## src/rtl/ddr_pkg.sv

```systemverilog
// Shared DDR command encodings and scheduler state names.
// Latency: n/a (types and constants only).
// Backpressure: n/a.
package ddr_pkg;

  localparam int CMD_W = 3;

  typedef enum logic [CMD_W-1:0] {
    CMD_NOP = 3'd0,
    CMD_ACT = 3'd1,
    CMD_RD  = 3'd2,
    CMD_WR  = 3'd3,
    CMD_PRE = 3'd4
  } cmd_t;

  typedef enum logic [2:0] {
    ST_IDLE,
    ST_PRE,
    ST_PRE_WAIT,
    ST_ACT,
    ST_ACT_WAIT,
    ST_ISSUE,
    ST_RECOVER
  } sched_state_t;

  // Largest of the three timing parameters; sizes the shared wait timer.
  function automatic int max3(input int a, input int b, input int c);
    int m;
    m = (a > b) ? a : b;
    return (m > c) ? m : c;
  endfunction

endpackage

```

## src/rtl/ddr_wait_timer.sv

```systemverilog
// Loadable down-counter; done is high whenever the count has reached zero.
// Latency: load takes effect on the next edge, then one decrement per cycle.
// Backpressure: none; the FSM only samples done while in a wait state.
module ddr_wait_timer #(
  parameter int W = 3
) (
  input  logic         clk,
  input  logic         rst,
  input  logic         load,
  input  logic [W-1:0] load_val,
  output logic         done
);

  logic [W-1:0] cnt;

  // Load overrides counting; count saturates at zero.
  always_ff @(posedge clk or posedge rst) begin
    if (rst) begin
      cnt <= '0;
    end else if (load) begin
      cnt <= load_val;
    end else if (cnt != '0) begin
      cnt <= cnt - 1'b1;
    end
  end

  assign done = (cnt == '0);

endmodule

```

## src/rtl/ddr_cmd_scheduler.sv

```systemverilog
// Arbitrates write/read pool heads and sequences PRE/ACT/RD/WR for one open row.
// Latency: row hit 1 cycle grant-to-RD/WR, empty 1+T_RCD, miss 1+T_RP+T_RCD.
// Backpressure: pool heads are only sampled in IDLE; *_issued pops the granted entry.
module ddr_cmd_scheduler
  import ddr_pkg::*;
#(
  parameter int ADDR_SIZE  = 8,
  parameter int ROW_BITS   = 4,
  parameter int T_RP       = 2,
  parameter int T_RCD      = 2,
  parameter int T_WR       = 3,
  parameter int STARVE_MAX = 4
) (
  input  logic                          clk,
  input  logic                          rst,
  input  logic                          wready,
  input  logic                          wfull,
  input  logic [ADDR_SIZE-1:0]          pool_waddr,
  input  logic                          rready,
  input  logic [ADDR_SIZE-1:0]          pool_raddr,
  output logic                          write_issued,
  output logic                          read_issued,
  output logic [CMD_W-1:0]              cmd,
  output logic [ROW_BITS-1:0]           cmd_row,
  output logic [ADDR_SIZE-ROW_BITS-1:0] cmd_col,
  output logic                          busy
);

  localparam int COL_BITS = ADDR_SIZE - ROW_BITS;
  localparam int TW       = $clog2(max3(T_RP, T_RCD, T_WR)) + 1;
  localparam int SW       = $clog2(STARVE_MAX + 1);

  // Wait states last (len) cycles; the timer is loaded with len-1 on entry.
  localparam logic [TW-1:0] RP_LD  = TW'((T_RP  > 1) ? T_RP  - 2 : 0);
  localparam logic [TW-1:0] RCD_LD = TW'((T_RCD > 1) ? T_RCD - 2 : 0);
  localparam logic [TW-1:0] WR_LD  = TW'(T_WR - 1);
  localparam logic [SW-1:0] STARVE_LIM = SW'(STARVE_MAX);

  sched_state_t          state_q, state_d;
  logic                  req_write;
  logic [ROW_BITS-1:0]   req_row;
  logic [COL_BITS-1:0]   req_col;
  logic                  row_open;
  logic [ROW_BITS-1:0]   open_row;
  logic [SW-1:0]         starve_cnt;

  logic                  grant_w, grant_r;
  logic [ADDR_SIZE-1:0]  grant_addr;
  logic                  tmr_load;
  logic [TW-1:0]         tmr_val;
  logic                  tmr_done;

  ddr_wait_timer #(.W(TW)) u_timer (
    .clk      (clk),
    .rst      (rst),
    .load     (tmr_load),
    .load_val (tmr_val),
    .done     (tmr_done)
  );

  // Grant arbitration in IDLE and next-state sequencing of the command flow.
  always_comb begin
    state_d    = state_q;
    grant_w    = 1'b0;
    grant_r    = 1'b0;
    grant_addr = pool_raddr;
    tmr_load   = 1'b0;
    tmr_val    = '0;
    case (state_q)
      ST_IDLE: begin
        if (wfull) begin
          grant_w = 1'b1;
        end else if (rready && ((starve_cnt < STARVE_LIM) || !wready)) begin
          grant_r = 1'b1;
        end else if (wready) begin
          grant_w = 1'b1;
        end
        grant_addr = grant_w ? pool_waddr : pool_raddr;
        if (grant_w || grant_r) begin
          if (row_open && (open_row == grant_addr[ADDR_SIZE-1 -: ROW_BITS])) begin
            state_d = ST_ISSUE;
          end else if (row_open) begin
            state_d = ST_PRE;
          end else begin
            state_d = ST_ACT;
          end
        end
      end
      ST_PRE: begin
        if (T_RP == 1) begin
          state_d = ST_ACT;
        end else begin
          state_d  = ST_PRE_WAIT;
          tmr_load = 1'b1;
          tmr_val  = RP_LD;
        end
      end
      ST_PRE_WAIT: if (tmr_done) state_d = ST_ACT;
      ST_ACT: begin
        if (T_RCD == 1) begin
          state_d = ST_ISSUE;
        end else begin
          state_d  = ST_ACT_WAIT;
          tmr_load = 1'b1;
          tmr_val  = RCD_LD;
        end
      end
      ST_ACT_WAIT: if (tmr_done) state_d = ST_ISSUE;
      ST_ISSUE: begin
        if (req_write) begin
          state_d  = ST_RECOVER;
          tmr_load = 1'b1;
          tmr_val  = WR_LD;
        end else begin
          state_d = ST_IDLE;
        end
      end
      ST_RECOVER: if (tmr_done) state_d = ST_IDLE;
      default: state_d = ST_IDLE;
    endcase
  end

  // State, latched request, open-row tracking and starvation counter.
  always_ff @(posedge clk or posedge rst) begin
    if (rst) begin
      state_q    <= ST_IDLE;
      req_write  <= 1'b0;
      req_row    <= '0;
      req_col    <= '0;
      row_open   <= 1'b0;
      open_row   <= '0;
      starve_cnt <= '0;
    end else begin
      state_q <= state_d;
      if (grant_w || grant_r) begin
        req_write <= grant_w;
        req_row   <= grant_addr[ADDR_SIZE-1 -: ROW_BITS];
        req_col   <= grant_addr[COL_BITS-1:0];
      end
      if (grant_w) begin
        starve_cnt <= '0;
      end else if (grant_r && wready && (starve_cnt != STARVE_LIM)) begin
        starve_cnt <= starve_cnt + 1'b1;
      end
      if (state_q == ST_PRE) begin
        row_open <= 1'b0;
      end else if (state_q == ST_ACT) begin
        row_open <= 1'b1;
        open_row <= req_row;
      end
    end
  end

  // Moore output decode from registered state and request fields.
  always_comb begin
    cmd          = CMD_NOP;
    cmd_row      = '0;
    cmd_col      = '0;
    write_issued = 1'b0;
    read_issued  = 1'b0;
    busy         = (state_q != ST_IDLE);
    case (state_q)
      ST_PRE: cmd = CMD_PRE;
      ST_ACT: begin
        cmd     = CMD_ACT;
        cmd_row = req_row;
      end
      ST_ISSUE: begin
        cmd          = req_write ? CMD_WR : CMD_RD;
        cmd_col      = req_col;
        write_issued = req_write;
        read_issued  = !req_write;
      end
      default: cmd = CMD_NOP;
    endcase
  end

endmodule

```

## config.mk

```make
export PLATFORM = sky130hd
export DESIGN_NAME = ddr_cmd_scheduler
export DESIGN_NICKNAME = d
export VERILOG_FILES = /design/src/rtl/ddr_pkg.sv /design/src/rtl/ddr_wait_timer.sv /design/src/rtl/ddr_cmd_scheduler.sv
export SDC_FILE = /design/constraint.sdc
export NUM_CORES = 1
export LEC_CHECK = 0
export BUFFER_PORTS_ARGS = -buffer_cell sky130_fd_sc_hd__buf_2
export CAP_MARGIN = 10
export CORE_MARGIN = 2
export CORE_UTILIZATION = 45
export CTS_CLUSTER_SIZE = 20
export DETAILED_ROUTE_END_ITERATION = 10
export PLACE_DENSITY = 0.8
export SYNTH_ARGS = -nofsm -noshare
export SYNTH_HDL_FRONTEND = slang
export SYNTH_HIERARCHICAL = 1
export SYNTH_SLANG_ARGS = --single-unit
```

## constraint.sdc

```tcl
create_clock -name clk -period 2 [get_ports clk]
set_input_delay 0.6 -clock clk [delete_from_list [all_inputs] [get_ports clk]]
set_output_delay 0.6 -clock clk [all_outputs]
set_load 0.01 [all_outputs]
```

# Word-level counts from Yosys, hierarchy flattened
# Index checks and enable logic that the tools add are counted.
# word_totals
register_bits	23
inputBits	21
wordCells	78
output_inout_bits	14
# op_classes
n_eq_ne	12
bitwise_logic	1
n_addsub	2
n_mux	35
magnitude_cmp	1
reduce_logical	19
# op_table
operator	count
$mux W3	10
$pmux W3 S7	1
$mux W8	2
$mux W1	15
$eq A3 B3 Y1 const B	3
$pmux W3 S3	1
$mux W4	2
$ne A2 B2 Y1 const B	4
$eq A3 B2 Y1 const B	2
$logic_not A3 Y1	2
$mux W2	3
$reduce_bool A2 Y1	3
$reduce_bool A3 Y1	2
$eq A4 B4 Y1	1
$logic_and A1 B1 Y1	4
$reduce_and A4 Y1	1
$add A3 B1 Y3 const B	1
$eq A3 B1 Y1 const B	1
$logic_or A1 B1 Y1	3
$lt A3 B3 Y1 const B	1
$ne A3 B3 Y1 const B	1
$sub A3 B1 Y3 const B	1
$logic_not A1 Y1	2
$pmux W1 S2	1
other kinds (3)	3

# Depth between registers and ports, before layout
# depth
depth_word	12
depth_mapped	8
depth_no_buf	8

# Modules after synthesis
# Netlist, hierarchy kept.
# by_module_without_submodules
module	instances	area_each_um2	cells_each	seq_area_each_um2
ddr_cmd_scheduler	1	1194.9	135	500.5
ddr_wait_timer	1	203.9	22	75.1

# Least setup slack after synthesis
# OpenSTA, ideal clock, no wires.
# synth_timing
path_kind	input-to-reg
start	input port wfull
end	register state_q[2]
cell_stages	6
slack_ns	0.147
setup_ns	0.066
path_buffers	1
t_required_ns	1.934
t_arrival_ns	1.787
path_cell_list	buf_6 nor3b_2 nor2_1 or3_1 a222oi_1 a41o_1
# synth_between
elab_chain_cells	8
elab_cells_between_ends	13
cone_classes	eq/ne: 2; mux: 8; reduce/logical: 3
# synth_lines
element	line	rtl
from (decl)	ddr_cmd_scheduler.sv:17	input logic wfull,
$mux W1	ddr_cmd_scheduler.sv:71	if (wfull) begin
$mux W1	ddr_cmd_scheduler.sv:69	case (state_q)
$mux W8	ddr_cmd_scheduler.sv:78	grant_addr = grant_w ? pool_waddr : pool_raddr;
$eq A4 B4 Y1	ddr_cmd_scheduler.sv:80	if (row_open && (open_row == grant_addr[ADDR_SIZE-1 -: ROW_BITS])) begin
$logic_and A1 B1 Y1	ddr_cmd_scheduler.sv:80	
$mux W3	ddr_cmd_scheduler.sv:80	
$mux W3	ddr_cmd_scheduler.sv:79	if (grant_w || grant_r) begin
$pmux W3 S7	ddr_cmd_scheduler.sv:69	
to (signal assigned)	ddr_cmd_scheduler.sv:134	state_q <= state_d;
to (decl)	ddr_cmd_scheduler.sv:39	sched_state_t state_q, state_d;
# Several ways; a longest one is shown, not always the timed one. The select of a mux whose other input is x is not followed.
# A chain may end at the register's enable or synchronous reset.

# Worst setup path after layout
# layout_timing
start	register state_q[2]
end	output port cmd[0]
# layout_between
elab_chain_cells	2
elab_cells_between_ends	4
cone_classes	eq/ne: 3; mux: 1
# layout_lines
element	line	rtl
$eq A3 B3 Y1 (tied with other cells)	ddr_cmd_scheduler.sv:162	case (state_q)
$pmux W3 S3 (*)	ddr_cmd_scheduler.sv:162	
to (decl)	ddr_cmd_scheduler.sv:23	output logic [CMD_W-1:0] cmd,
# Mark *: on every way between the ends. The rest lies on a longest branch, timed or not.

==> results.cfg <==
[synthesis]
ys_ff_latch = 23
netlist_instances = 157
syn_area_sq_um = 1400
synth.avg_cell_area_sq_um = 8.91
synth_edf_count = 0
synth-main-ff-cell = dfrtp_1
ys_types = 36
async_flop_share_pct = 100
synth_warnings = 6
seq_area_frac_synth_pct = 41.1

[grt]
grt.total_usage_pct = 18.0
antenna_found_initial = 0
grt_max_degree = 14
grt.overflow.total = 0
grt_pass1_vias = 1156
grt_first_pass_wirelength_mm = 4.97

[die]
dieWidth_microns = 59.8
dieArea_sq_um = 3570
io_pins = 35
rows = 20
fp.coreArea_sq_um = 3000
chipHeight_microns = 59.8
start_util_pct = 46.6

[cts]
clkLatencyLatePin_ns = 0.31
root_buffer = clkbuf_4
cts_sinks = 23
cts_made_buffers = 3
cts_hold_buf = 0
htreeDepth = 1
cts.path.max_buffers = 2
clk_pin_slew_ns = 0.12
cts_tree = done

[placement]
port_buffers = 34
routabilityCongestion = 0.760
dp_hpwl_mm = 2.37
pre_cts_ws_ns = -0.0482
placed_cells = 228

[sta]
final.setup_skew_ns = 0.00501
setup_viol = 0
drv_slew = 0
fmax_mhz = 511
period_share_pct = 97.8
setup_ws_ns = 0.0444
period_minus_slack_ns = 1.96
grt_setup_unrepaired = true
final_hold_viol_count = 0
fin_setup_tns_ns = 0

[cells_and_area]
area_growth_pct = 30.9
num-nets-final = 233
final_cells = 240
layout_common_cells = buf_2 (29), dfrtp_1 (21), buf_4 (16)
fillers = 277
post_route_cells_drive_above_1_share_pct = 37.7
layout_commonest_cell = buf_2
diodes = 0

[detailed_routing]
avgRoutedWirePerCell_microns = 12.7
num_vias = 1257
drtIter0Drc = 41
ant_nets = 0
drt-total-wl_mm = 3.05
first_pass_iters = 4
drc = 0
drt-vias-per-instance = 5.24

[power_and_ir_drop]
p_leak_nw = 0.929
ir_drop_mv = 0.629
p_per_area_nw_per_um2 = 1200

[worst_setup_path]
crit_type = reg -> out
required_ns = 1.40
cp-end-kind = output port
arrival_ns = 1.36
timing.critical_path.from_type = flip-flop
crit_fanout = 5

[flow_run]
maxCapViolCount = 0

[status]
status = finished, final reports clean

[hold_path]
hold_class = in -> async
## layout make-up
type                            count  area (sq um)  area share, %
Inverter                           16          60.1           3.28
Sequential cell                    23           578           31.6
Clock inverter                      1          5.00          0.273
Multi-Input combinational cell    112           779           42.6
Timing Repair Buffer               52           344           18.8
Clock buffer                        3          22.5           1.23
Tap cell                           33          41.3           2.26
## flip-flops by register name (all words and copies together), names as in the netlist
name and count:
req_write 1, u_timer/cnt 3, req_row 4, state_q 3, req_col 4, open_row 4
starve_cnt 3, row_open 1
## kinds of logic after synthesis
kind of cell	synth area share [%]
flops	41.1
fa+ha+maj	3.58
buf+inv	7.07
mux	7.51
xor+xnor	1.25
simple gates	23.9
compound gates	15.3
other cells	0.268
## per-layer routing
metal	GRT usage (%)	up-vias	part of all wire, %
met5	0	-	0
met4	3.81	0	0.53
met3	1.95	2	3.2
met2	31.2	24	52
met1	24.3	599	44
li1	-	632	-
## synthesized netlist by cell type, types with 2 or more instances
cell	n	area, sq um
nand2_1	12	45.0
clkbuf_1	2	7.51
buf_2	4	20.0
ha_1	4	50.1
mux2_2	4	45.0
a31oi_1	2	12.5
mux2i_1	6	60.1
inv_1	16	60.1
o21ai_0	12	60.1
nand2b_1	6	37.5
nor3_1	2	10.0
and2_1	9	56.3
nor2b_1	3	18.8
dfrtp_1	23	576
or3_1	5	31.3
nor2_1	12	45.0
a21oi_1	12	60.1
nor4b_1	2	17.5
a222oi_1	4	40.0
## path summary, 6_finish.rpt
kind,slack [ns],cells after the start,startpoint,end
max,0.04,4,state_q[2],cmd[0]
min,0.14,2,rst,u_timer/cnt[1]
max reg2reg,0.19,7,state_q[1],starve_cnt[0]
min reg2reg,0.50,2,req_col[3],req_col[3]
max in group asynchronous,1.55,3,rst,state_q[2]
min in group clk,0.50,2,req_col[3],req_col[3]
## per-stage QoR
step	total power, W	utilization (%)	hold slack [ns]	area [sq um]
final	0.00220	61.0	0.143	1830
after global routing	0.00239	61.0	0.137	1830
after CTS	0.00207	57.0	0.138	1710
after detailed placement	0.00181	55.0	0.467	1650
after global placement	0.00177	55.0	0.456	1650
after floorplan	0.00151	-	0.354	1400
## repair_timing
| action | 4_1_cts | 5_1_grt |
|---|---|---|
| resized for setup | 3 | 22 |
| pin swaps | 0 | 6 |
| cloned | 1 | 0 |
| setup buffers | 2 | 5 |
| endpoints found under the setup margin | 11 | 12 |
## critical path: stages, from the launching register on
cell and delay (ns):
dfrtp_2 0.50, nand2_4 0.14, nor3_4 0.06, or2_4 0.24, buf_6 0.12
## report_power, final
| group | switching, W | total [W] | internal [W] | leakage [nW] |
|---|---|---|---|---|
| combinational | 0.000554 | 0.00113 | 0.000577 | 0.630 |
| sequential | 0.000186 | 0.000864 | 0.000678 | 0.281 |
| clock | 0.000133 | 0.000208 | 0.0000746 | 0.0177 |
| total | 0.000873 | 0.00220 | 0.00133 | 0.929 |
No activity file was read; power rests on OpenSTA's default activity.
